===== src/rtl/sys_arbiter.sv =====
// Two-master arbiter for the shared system-memory port (M0 = icache, M1 = dcache).
// Whole-transaction round-robin grants with beat counting and a no-response watchdog.
module sys_arbiter #(
  parameter int BEATS   = 16,
  parameter int TIMEOUT = 255,
  parameter int CW      = 8
) (
  input  logic        clock,
  input  logic        reset,

  input  logic        M0Strobe,
  input  logic        M0RW,
  input  logic [31:0] M0Address,
  input  logic [31:0] M0Data_out,
  output logic [31:0] M0Data_in,
  output logic        M0Ack,
  output logic        M0Ready,

  input  logic        M1Strobe,
  input  logic        M1RW,
  input  logic [31:0] M1Address,
  input  logic [31:0] M1Data_out,
  output logic [31:0] M1Data_in,
  output logic        M1Ack,
  output logic        M1Ready,

  output logic        SysStrobe,
  output logic        SysRW,
  output logic [31:0] SysAddress,
  output logic [31:0] SysData_in,
  input  logic [31:0] SysData_out,
  input  logic        SysAck,
  input  logic        SysReady,

  output logic [1:0]  Grant,
  output logic [4:0]  BeatCount,
  output logic        Overrun,
  output logic        Timeout
);

  typedef enum logic [1:0] {IDLE, BUSY0, BUSY1, RELEASE} state_t;

  localparam logic [CW-1:0] WDOG_MAX = CW'(TIMEOUT);
  localparam logic [4:0]    BEATS_V  = 5'(BEATS);

  state_t        state;
  logic          last_m1;
  logic [CW-1:0] wdog;

  logic busy0, busy1, busy;
  logic own_strobe;
  logic wdog_fire;
  logic leave;

  always_comb begin
    busy0      = (state == BUSY0);
    busy1      = (state == BUSY1);
    busy       = busy0 | busy1;
    own_strobe = (busy0 & M0Strobe) | (busy1 & M1Strobe);
    // Any response in the firing cycle counts as activity, so SysReady wins over the watchdog.
    wdog_fire  = busy & (wdog == WDOG_MAX) & ~SysAck & ~SysReady;
    leave      = busy & (SysReady | ~own_strobe | wdog_fire);
  end

  always_comb begin
    SysStrobe  = own_strobe;
    SysRW      = 1'b0;
    SysAddress = '0;
    SysData_in = '0;
    if (busy0) begin
      SysRW      = M0RW;
      SysAddress = M0Address;
      SysData_in = M0Data_out;
    end else if (busy1) begin
      SysRW      = M1RW;
      SysAddress = M1Address;
      SysData_in = M1Data_out;
    end
    M0Data_in = busy ? SysData_out : '0;
    M1Data_in = busy ? SysData_out : '0;
    M0Ack     = busy0 & SysAck;
    M1Ack     = busy1 & SysAck;
    // The watchdog pulse on Ready lets a stalled cache drop its request.
    M0Ready   = busy0 & (SysReady | wdog_fire);
    M1Ready   = busy1 & (SysReady | wdog_fire);
  end

  always_ff @(posedge clock or negedge reset) begin
    if (!reset) begin
      state     <= IDLE;
      Grant     <= 2'b00;
      BeatCount <= '0;
      Overrun   <= 1'b0;
      Timeout   <= 1'b0;
      last_m1   <= 1'b1;
      wdog      <= '0;
    end else begin
      case (state)
        IDLE: begin
          if (M0Strobe || M1Strobe) begin
            BeatCount <= '0;
            wdog      <= '0;
            if (M0Strobe && (!M1Strobe || last_m1)) begin
              state <= BUSY0;
              Grant <= 2'b01;
            end else begin
              state <= BUSY1;
              Grant <= 2'b10;
            end
            // Only a genuine tie moves the round-robin pointer.
            if (M0Strobe && M1Strobe) last_m1 <= !last_m1;
          end
        end
        BUSY0, BUSY1: begin
          if (SysAck) begin
            if (BeatCount != 5'd31) BeatCount <= BeatCount + 5'd1;
            if (BeatCount == BEATS_V) Overrun <= 1'b1;
          end
          wdog <= (SysAck || SysReady) ? '0 : wdog + 1'b1;
          if (leave) begin
            state <= RELEASE;
            Grant <= 2'b00;
            if (wdog_fire) Timeout <= 1'b1;
          end
        end
        RELEASE: state <= IDLE;
        default: state <= IDLE;
      endcase
    end
  end

endmodule


===== config.mk =====
export PLATFORM = sky130hd
export DESIGN_NAME = sys_arbiter
export DESIGN_NICKNAME = d
export VERILOG_FILES = /design/src/rtl/sys_arbiter.sv
export SDC_FILE = /design/constraint.sdc
export NUM_CORES = 1
export LEC_CHECK = 0
export BUFFER_PORTS_ARGS = -buffer_cell sky130_fd_sc_hd__buf_2
export CAP_MARGIN = 20
export CORE_AREA = 2 2 120 122
export CTS_CLUSTER_DIAMETER = 80
export DETAILED_ROUTE_END_ITERATION = 8
export DIE_AREA = 0 0 122 124
export HOLD_SLACK_MARGIN = 0.02
export PLACE_DENSITY = 0.53
export SLEW_MARGIN = 0
export SYNTH_ARGS = -nofsm -noshare
export SYNTH_HDL_FRONTEND = slang
export SYNTH_SLANG_ARGS = --single-unit

===== constraint.sdc =====
create_clock -name clock -period 1.9 [get_ports clock]
set_clock_uncertainty 0.05 [all_clocks]
set_input_delay 0.19 -clock clock [delete_from_list [all_inputs] [get_ports clock]]
set_output_delay 0.19 -clock clock [all_outputs]
set_load 0.02 [all_outputs]

-- Word level (Yosys, flattened, before mapping)
Index checks and enable logic that the tools add are counted.
Widths: inputs -> output; s select.
- $add $sub $neg: 2
- equality and inequality tests: 10
- muxes and demuxes: 20
- bitwise gates (word level): 18
- reduce and logical (&&, ||, !) cells: 17
- operator list (kind ; count):
    $mux 32 ; 5
    $mux 8 ; 2
    $pmux 8 s2 ; 1
    $mux 5 ; 3
    $reduce_and 3->1 ; 4
    $and 1x1->1 ; 10
    $pmux 5 s2 ; 1
    $add 8x1->8 const B ; 1
    $eq 8x8->1 const B ; 1
    $mux 2 ; 4
    $ne 2x2->1 const B ; 4
    $pmux 2 s3 ; 1
    $add 5x1->5 const B ; 1
    $eq 5x5->1 const B ; 1
    $ne 5x5->1 const B ; 1
    $or 1x1->1 ; 5
    $eq 2x2->1 const B ; 2
    $pmux 2 s2 ; 1
    $reduce_and 2->1 ; 2
    $reduce_and 4->1 ; 1
    $logic_or 1x1->1 ; 3
    $not 1->1 ; 3
    $eq 2x1->1 const B ; 1
    $logic_and 1x1->1 ; 2
    5 further kinds ; 7
- bits in registers: 20
- input port bits: 168
- output and inout port bits: 143
- word-level logic and storage cells: 74

-- Depth between registers and ports, before layout
Gate-level depths: netlist of the first run.
- word-level depth: 9
- gate-level depth with buffers: 8

-- Worst setup path after synthesis of the first run
No wires, ideal clock.
- path kind: flip-flop to flip-flop
- start point: register BeatCount[0]
- end point: register BeatCount[3]
- library setup time: 0.069 ns
- data arrival time: 1.903 ns
- required time: 1.781 ns
- path slack: -0.122 ns
- cell stages (with the launch flop): 8
- path buffers: 0
- cells stage by stage: dfrtp_1 -> ha_1 -> and3_1 -> ha_1 -> nor2b_1 -> o211ai_2 -> or4_1 -> nand3_1
- cells in the longest elaborated chain, start to end: 4
- elaborated cells on any way between the ends: 7
- classes of those cells: add/sub (1); eq/ne (2); mux (3); reduce/logical (1)
- RTL lines (element ; line ; text):
    start: declaration ; 36 ; output logic [4:0] BeatCount,
    start signal: assignment ; 116 ; if (BeatCount != 5'd31) BeatCount <= BeatCount + 5'd1;
    $add 5x1->5 ; 116 ;
    $mux 5 ; 116 ;
    $mux 5 ; 115 ; if (SysAck) begin
    $pmux 5 s2 ; 98 ; case (state)
Several ways; a longest one is shown, not always the timed one. The select of a mux whose other input is x is not followed.
A chain may end at the register's enable or synchronous reset.

-- Worst setup path after layout of the first run
- start point: register state[1]
- end point: output port M1Data_in[14]
- cells in the longest elaborated chain, start to end: 3
- elaborated cells on any way between the ends: 4
- classes of those cells: eq/ne (2); mux (1); bitwise (1)
- RTL lines (element ; line ; text):
    start: declaration ; 46 ; state_t state;
    start signal: assignment ; 90 ; state <= IDLE;
    start signal: assignment ; 104 ; state <= BUSY0;
    start signal: assignment ; 107 ; state <= BUSY1;
    $eq 2x1->1 / $eq 2x2->1 (equally long branches) ; 56, 57 ;
    $or 1x1->1 * ; 58 ; busy = busy0 | busy1;
    $mux 32 * ; 80 ; M1Data_in = busy ? SysData_out : '0;
    end: declaration ; 23 ; output logic [31:0] M1Data_in,
Every way passes the cells marked *; elsewhere a longest branch is shown, timed or not.

==> flow_summary.toml, run 1 <==
[status]
status = "finished, violations left"
violations = "setup timing"

[routing]
wl_per_cell_um = 18.61
drt_first_iter_violations = 107
drcViolationCount = 0
drtAntennaViolNets = 0
vias_per_cell = 4.505
drt_first_pass_iters = 5
routed_wl_um = 14220
vias = 3442

[layout]
fin_util_pct = 38.85
fillers = 1345
layout-drive-gt1-share_pct = 71.72
regArea_um2 = 504.2
design_area_mm2 = 0.005330
nets = 757
multi_input_area_mm2 = 0.001664
area_growth_pct = 130.0

[setup_path]
regToRegSetupSlack_ns = -0.07
crit_top_cell = "buf_12"
slowest_stage = "dfrtp_1"
worstPathCellList = "inv_2 > ha_4 > buf_4 > buf_12 > buf_12 > and2_1 > buf_2"
reg2reg_from = "state[1]"
cp_num_buf_inv = 5
crit_type = "reg -> out"
rr_endpoint = "state[0]"
critPathRequiredTime_ns = 1.66
critPathTopFamily = "buffers and inverters"
max_stage_delay_ns = 0.42
start_kind = "flop"
cp_max_fo = 8
arrival_ns = 1.78
cp-end-kind = "output port"
reg2reg_depth = 7

[pwr]
power_density_mw_per_mm2 = 2137
p_leak_nw = 2.796
seqPwrFrac_pct = 5.8
p_clk_share_pct = 4.0
p_int_w = 0.006075
pwr-share-comb_pct = 90.2
ir_worst_vdd_v = 0.0007641
p_sw_w = 0.005316
p_sw_share_pct = 46.67

[hold_path]
hp-start = "M1Strobe"
hold_path_depth = 3
hold_end = "last_m1"
holdCritPathClass = "in -> reg"

[clock_tree]
clk_pin_slew_worst_paths_ns = 0.06
cts_tree = "built"
insertion_delay_ns = 0.26
cts_max_level = 1
ctsRootBufferMaster = "clkbuf_16"
cts_buffers = 3
clock_sinks = 20
cts_buffer_depth = 2

[floorplanning]
ioPinCount = 311
die_y_um = 124
die_w_um = 122
start_util_pct = 16.89
row_count = 43
core_area_mm2 = 0.01372
die-area_mm2 = 0.01513

[timing]
slew_headroom_pct = 68.09
setup_tns_ns = -9.776
worst_pin_slew_ns = 0.4787
fmax_ghz = 0.4951
hold_viol = 0
rsz0062_at_grt = "true"
fin_crit_sh_pct = 106.3
setup_violations = 123
whs_ns = 0.1755
period_needed_ns = 2.020
slew_violations = 0
layout_setup_ws_ns = -0.1198

[place]
numPortBuffers = 310
routabilityCongestion = 0.8814
dpl_cell_area_mm2 = 0.003960
dp_hpwl_um = 11100

[global_route]
grt_use_total_pct = 15.82
grt_pass1_vias = 3311
grt_pass1_wl_um = 17950
grt-ovfl-total = 0
antenna_found_initial = 7
grt_max_degree = 37

[run]
max_cap_violations = 0

[synthesis]
yosysWarnings = 0
ys_top_cells_by_area = "a22o_1 25%, dfrtp_1 21%, buf_4 11%, and2_1 9.4%, ha_1 4.3%"
synth_area_mm2 = 0.002317
syn_nets = 453
synth_top_area_share_pct = 24.95
yosys.area.top_type = "a22o_1"
yosysSeqAreaShare_pct = 21.65
synth_edf_count = 0
avgSynthCellArea_um2 = 8.365
ys.flop_type = "dfrtp_1"
synth_cell_type_count = 45
synthCells = 277
synthArstFlopShare_pct = 100.0
ys_ff_latch = 20
cell families after synthesis:
kind of cell / Yosys count / share of synthesized area (%)
xor+xnor: 1 / 0.3780
simple gates: 79 / 19.49
flops: 20 / 21.65
fa+ha+maj: 8 / 4.320
compound gates: 103 / 37.10
buf+inv: 64 / 16.14
mux: 2 / 0.9179
Yosys cell counts (2+ instances only):
library cell,number
buf_1,3
and2_1,35
a21oi_1,2
clkbuf_1,17
o21a_1,2
nor2_1,2
o31ai_2,3
buf_2,2
nand2_1,18
inv_1,8
ha_1,8
a31oi_1,2
and3_1,2
nor2b_1,4
o31ai_4,2
buf_4,33
or3b_1,2
nand3_1,7
dfrtp_1,19
o21ai_0,16
a22o_1,66
stage by stage:
stage                     power (W)  setup WS, ns  cells
final                       0.01139       -0.1198    764
after global routing        0.01195       -0.1847    760
after CTS                  0.009412       -0.1155    750
after detailed placement   0.007295       0.05030    729
after global placement     0.007213       0.09906    729
after floorplan            0.005308      -0.03359    277
worst reg2reg max path: stages (launching register included):
cell and delay, ns:
dfrtp_1 0.42, inv_2 0.14, ha_4 0.23, and4b_1 0.19, and4_4 0.20, buf_4 0.15, o21ai_4 0.14, mux2_2 0.35
registers in the layout, indices dropped and copies added (netlist names):
signal,flops
state,2
wdog,8
BeatCount,5
Timeout,1
Overrun,1
last_m1,1
Grant,2
cells in the final DEF, fill, tap and decap left out, types with 2 or more instances in the layout:
cell,synthesis,final
o21ai_2,1,2
a22o_1,66,63
buf_4,33,24
dfrtp_1,19,17
and2_4,0,21
nor2b_1,4,2
o21ai_0,16,9
and3_1,2,2
diode_2,0,4
a31oi_1,2,2
a21oi_1,2,2
nand3_1,7,5
o31ai_2,3,2
buf_12,0,9
dfrtp_2,0,2
ha_1,8,3
a22o_4,0,3
o31ai_4,2,3
nand2_1,18,17
buf_16,0,4
buf_6,1,105
buf_8,0,3
clkbuf_16,0,6
inv_1,8,5
or3b_4,0,2
ha_4,0,5
o21ai_1,1,6
o21a_1,2,2
inv_2,0,2
and2_1,35,14
nand3_2,0,2
nor2_1,2,2
buf_2,2,206
power by group through the flow:
| stage | Combinational, W | Clock, W | Sequential [W] |
|---|---|---|---|
| after floorplan | 0.00459 | 0 | 0.000720 |
| after global placement | 0.00656 | 0 | 0.000653 |
| final | 0.0103 | 0.000456 | 0.000664 |
| after detailed placement | 0.00663 | 0 | 0.000661 |
| after global routing | 0.0108 | 0.000479 | 0.000685 |
| after CTS | 0.00830 | 0.000460 | 0.000656 |
routing by layer:
metal  global-route usage, %  share of wire, %  wire (µm)
met5                       0              0.23         33
met4                   3.664               1.4        199
met3                   6.456                12       1703
met2                   30.27                52       7456
met1                   15.97                34       4823
how the worst max path moves through the flow:
| stage | slack (ns) | depth (start not counted) | startpoint | to |
|---|---|---|---|---|
| 4_1_cts | -0.12 | 6 | state[1] | M1Ready |
| 3_5_place_dp | 0.05 | 6 | state[0] | state[0] |
| 3_3_place_gp | 0.1 | 6 | state[0] | state[0] |
| 5_1_grt | -0.18 | 8 | state[0] | SysData_in[26] |
| 6_report | -0.12 | 7 | state[1] | M1Data_in[14] |
| 2_1_floorplan | -0.03 | 8 | state[0] | wdog[3] |
what timing repair did:
| item | in CTS | in global routing |
|---|---|---|
| hold buffers | 1 | 0 |
| endpoints found under the hold margin | 19 | 0 |
| cloned | 4 | 5 |
| setup endpoints to repair | 116 | 130 |
| gates resized for setup | 136 | 150 |
| pin swaps | 8 | 23 |
| setup buffers | 12 | 9 |
layout make-up:
class                      count  area share [%]
antenna                        4          0.1878
clock buffer                   4           1.479
inverter                       8          0.6338
multi-input combinational    193           31.22
sequential                    20           9.460
tap                          180           4.225
timing repair buffer         355           52.79
(Power assumes the default switching activity.)
==> run 2: changes to the inputs <==
--- a/config.mk
+++ b/config.mk
@@ -5,6 +5,7 @@
 export SDC_FILE = /design/constraint.sdc
 export NUM_CORES = 1
 export LEC_CHECK = 0
+export ABC_AREA = 1
 export BUFFER_PORTS_ARGS = -buffer_cell sky130_fd_sc_hd__buf_2
 export CAP_MARGIN = 20
 export CORE_AREA = 2 2 120 122
@@ -12,7 +13,7 @@
 export DETAILED_ROUTE_END_ITERATION = 8
 export DIE_AREA = 0 0 122 124
 export HOLD_SLACK_MARGIN = 0.02
-export PLACE_DENSITY = 0.53
+export PLACE_DENSITY = 0.56
 export SLEW_MARGIN = 0
 export SYNTH_ARGS = -nofsm -noshare
 export SYNTH_HDL_FRONTEND = slang
==> run 2 against run 1 <==
Compared with the run above:
- the flow now finishes without violations
- register-to-register slack gained 0.22 ns
- first-iteration DRC count rose by 56%
- synthesized cell count grew 71%
- global-route usage down 1.7 points
- core utilization decreased by 4.1 points
- power decreased by 21%
- non-clock buffer count is 10 lower
- wire length fell by 9.2%
- cell count up 24%
- critical path type unchanged
==> flow_summary.toml, run 2 <==
[status]
status = "complete, no violations"

[synthesis]
synth_edf_count = 0
ys_ff_latch = 20
synthArstFlopShare_pct = 100.0
ys.flop_type = "dfrtp_1"
synth_commonest_cells = "203 x nand2_1, 79 x nand3_1, 53 x inv_1"
synth_area_mm2 = 0.002619
synth_cell_type_count = 26
yosys.area.top_type = "nand2_1"
synth_most_common_cell = "nand2_1"
synth_top_area_share_pct = 29.10
yosysWarnings = 0
yosysSeqAreaShare_pct = 19.16
synthCells = 474
ys_top_cells_by_area = "nand2_1 29%, dfrtp_1 18%, nand3_1 15%, buf_4 9.5%, inv_1 7.6%"
avgSynthCellArea_um2 = 5.525
syn_nets = 650

[layout]
area_growth_pct = 81.99
n_antenna_cell = 0
layout_common_cells = "285 x buf_2, 196 x nand2_1, 77 x nand3_1"
fin_util_pct = 34.74
mostFrequentLayoutCell = "buf_2"
largest_register = "wdog"
fillers = 1574
largestRegisters = "wdog x8, BeatCount x5"
largest_reg_flops = 8
layout-drive-gt1-share_pct = 49.48
nets = 941

[setup_path]
arrival_ns = 1.61
critical_path.startpoint = "state[0]"
reg2reg_from = "state[1]"
start_kind = "flop"
cp-end-kind = "output port"
cp_max_fo = 10
crit_type = "reg -> out"
critPathRequiredTime_ns = 1.66

[clock_tree]
cts_max_level = 1
ctsRootBufferMaster = "clkbuf_16"
clk_pin_slew_worst_paths_ns = 0.06
cts_buffers = 3
cts_buffer_depth = 2
clock_sinks = 20
cts_tree = "built"
insertion_delay_ns = 0.25

[routing]
vias_per_cell = 4.121
vias = 3890
drcViolationCount = 0
drt_first_iter_violations = 167
drtAntennaViolNets = 0
routed_wl_um = 12910
wl_per_cell_um = 13.68
drt_first_pass_iters = 4

[floorplanning]
row_count = 43
die_y_um = 124
die-area_mm2 = 0.01513
core_area_mm2 = 0.01372
die_w_um = 122
start_util_pct = 19.09
ioPinCount = 311

[global_route]
antenna_found_initial = 0
grt_max_degree = 61
grt_pass1_wl_um = 16850
grt_use_total_pct = 14.11
grt-ovfl-total = 0
grt_pass1_vias = 3303

[timing]
rsz0062_at_grt = "true"
hold_viol = 0
fin_crit_sh_pct = 97.42
fmax_ghz = 0.5402
period_needed_ns = 1.851
slew_headroom_pct = 66.21
worst_pin_slew_ns = 0.5068
setup_violations = 0
slew_violations = 0
whs_ns = 0.1348

[hold_path]
holdCritPathClass = "in -> reg"
hp-start = "SysReady"

[place]
numPortBuffers = 310
routabilityCongestion = 0.7921
dp_hpwl_um = 9966

[run]
max_cap_violations = 0

[pwr]
ir_worst_vdd_v = 0.0009116
power_density_mw_per_mm2 = 1886
p_leak_nw = 3.156
run 2: logic make-up after synthesis:
group,synth area share (%)
simple gates,48.69
fa+ha+maj,3.822
buf+inv,21.74
xor+xnor,0.6690
compound gates,5.925
flops,19.16
run 2: cell type report:
| type | count | area, µm² | area share (%) |
|---|---|---|---|
| sequential | 20 | 501.7 | 10.53 |
| inverter | 55 | 214.0 | 4.489 |
| clock buffer | 3 | 75.07 | 1.575 |
| clock inverter | 1 | 30.03 | 0.6301 |
| tap | 180 | 225.2 | 4.726 |
| timing repair buffer | 345 | 2077 | 43.58 |
| multi-input combinational | 340 | 1643 | 34.47 |
run 2: per-stage QoR:
step                total power [W]  area, µm²  setup slack, ns  std cells  setup TNS (ns)
global placement           0.007612       4273          0.08783        928               0
CTS                        0.008581       4533         -0.01849        938        -0.08768
global route               0.009686       4766         -0.04702        944        -0.06029
floorplan                  0.005383       2619          0.05549        474               0
finish                     0.008990       4766          0.04899        944               0
detailed placement         0.007597       4273           0.1199        928               0
run 2: worst max-delay path, stage by stage, from the launching register on:
cell       delay [ns]
dfrtp_1          0.38
inv_2            0.08
buf_4            0.12
ha_4             0.15
buf_12           0.13
clkbuf_16        0.16
nand3_1          0.08
nand2_1          0.07
buf_2            0.18
run 2: path summary, 6_finish.rpt:
path | to | slack (ns) | cells after the start
min reg2reg | Overrun | 0.42 | 1
max reg2reg | Grant[0] | 0.15 | 10
max in group asynchronous | last_m1 | 1.05 | 2
max | SysData_in[22] | 0.05 | 8
min in group asynchronous | Timeout | 0.38 | 2
min | Timeout | 0.13 | 2
run 2: routing by layer:
metal,part of all wire [%],global-route usage (%),up-vias
met4,1.0,2.874,0
met5,0,0,-
met3,8.3,2.244,6
li1,-,-,2007
met2,51,26.36,197
met1,40,17.03,1680
run 2: power breakdown:
group	internal [W]	switching [W]	leakage (nW)
combinational	0.00289	0.00492	2.84
clock	0.000418	0.000169	0.0511
sequential	0.000527	0.0000705	0.267
run 2: timing repair:
action | in CTS | in global routing
endpoints found under the setup margin | 41 | 65
pin swaps | 1 | 5
endpoints found under the hold margin | 19 | 0
hold buffers | 1 | 0
gates resized for setup | 25 | 37
gates cloned | 1 | 4
buffers inserted | 4 | 2
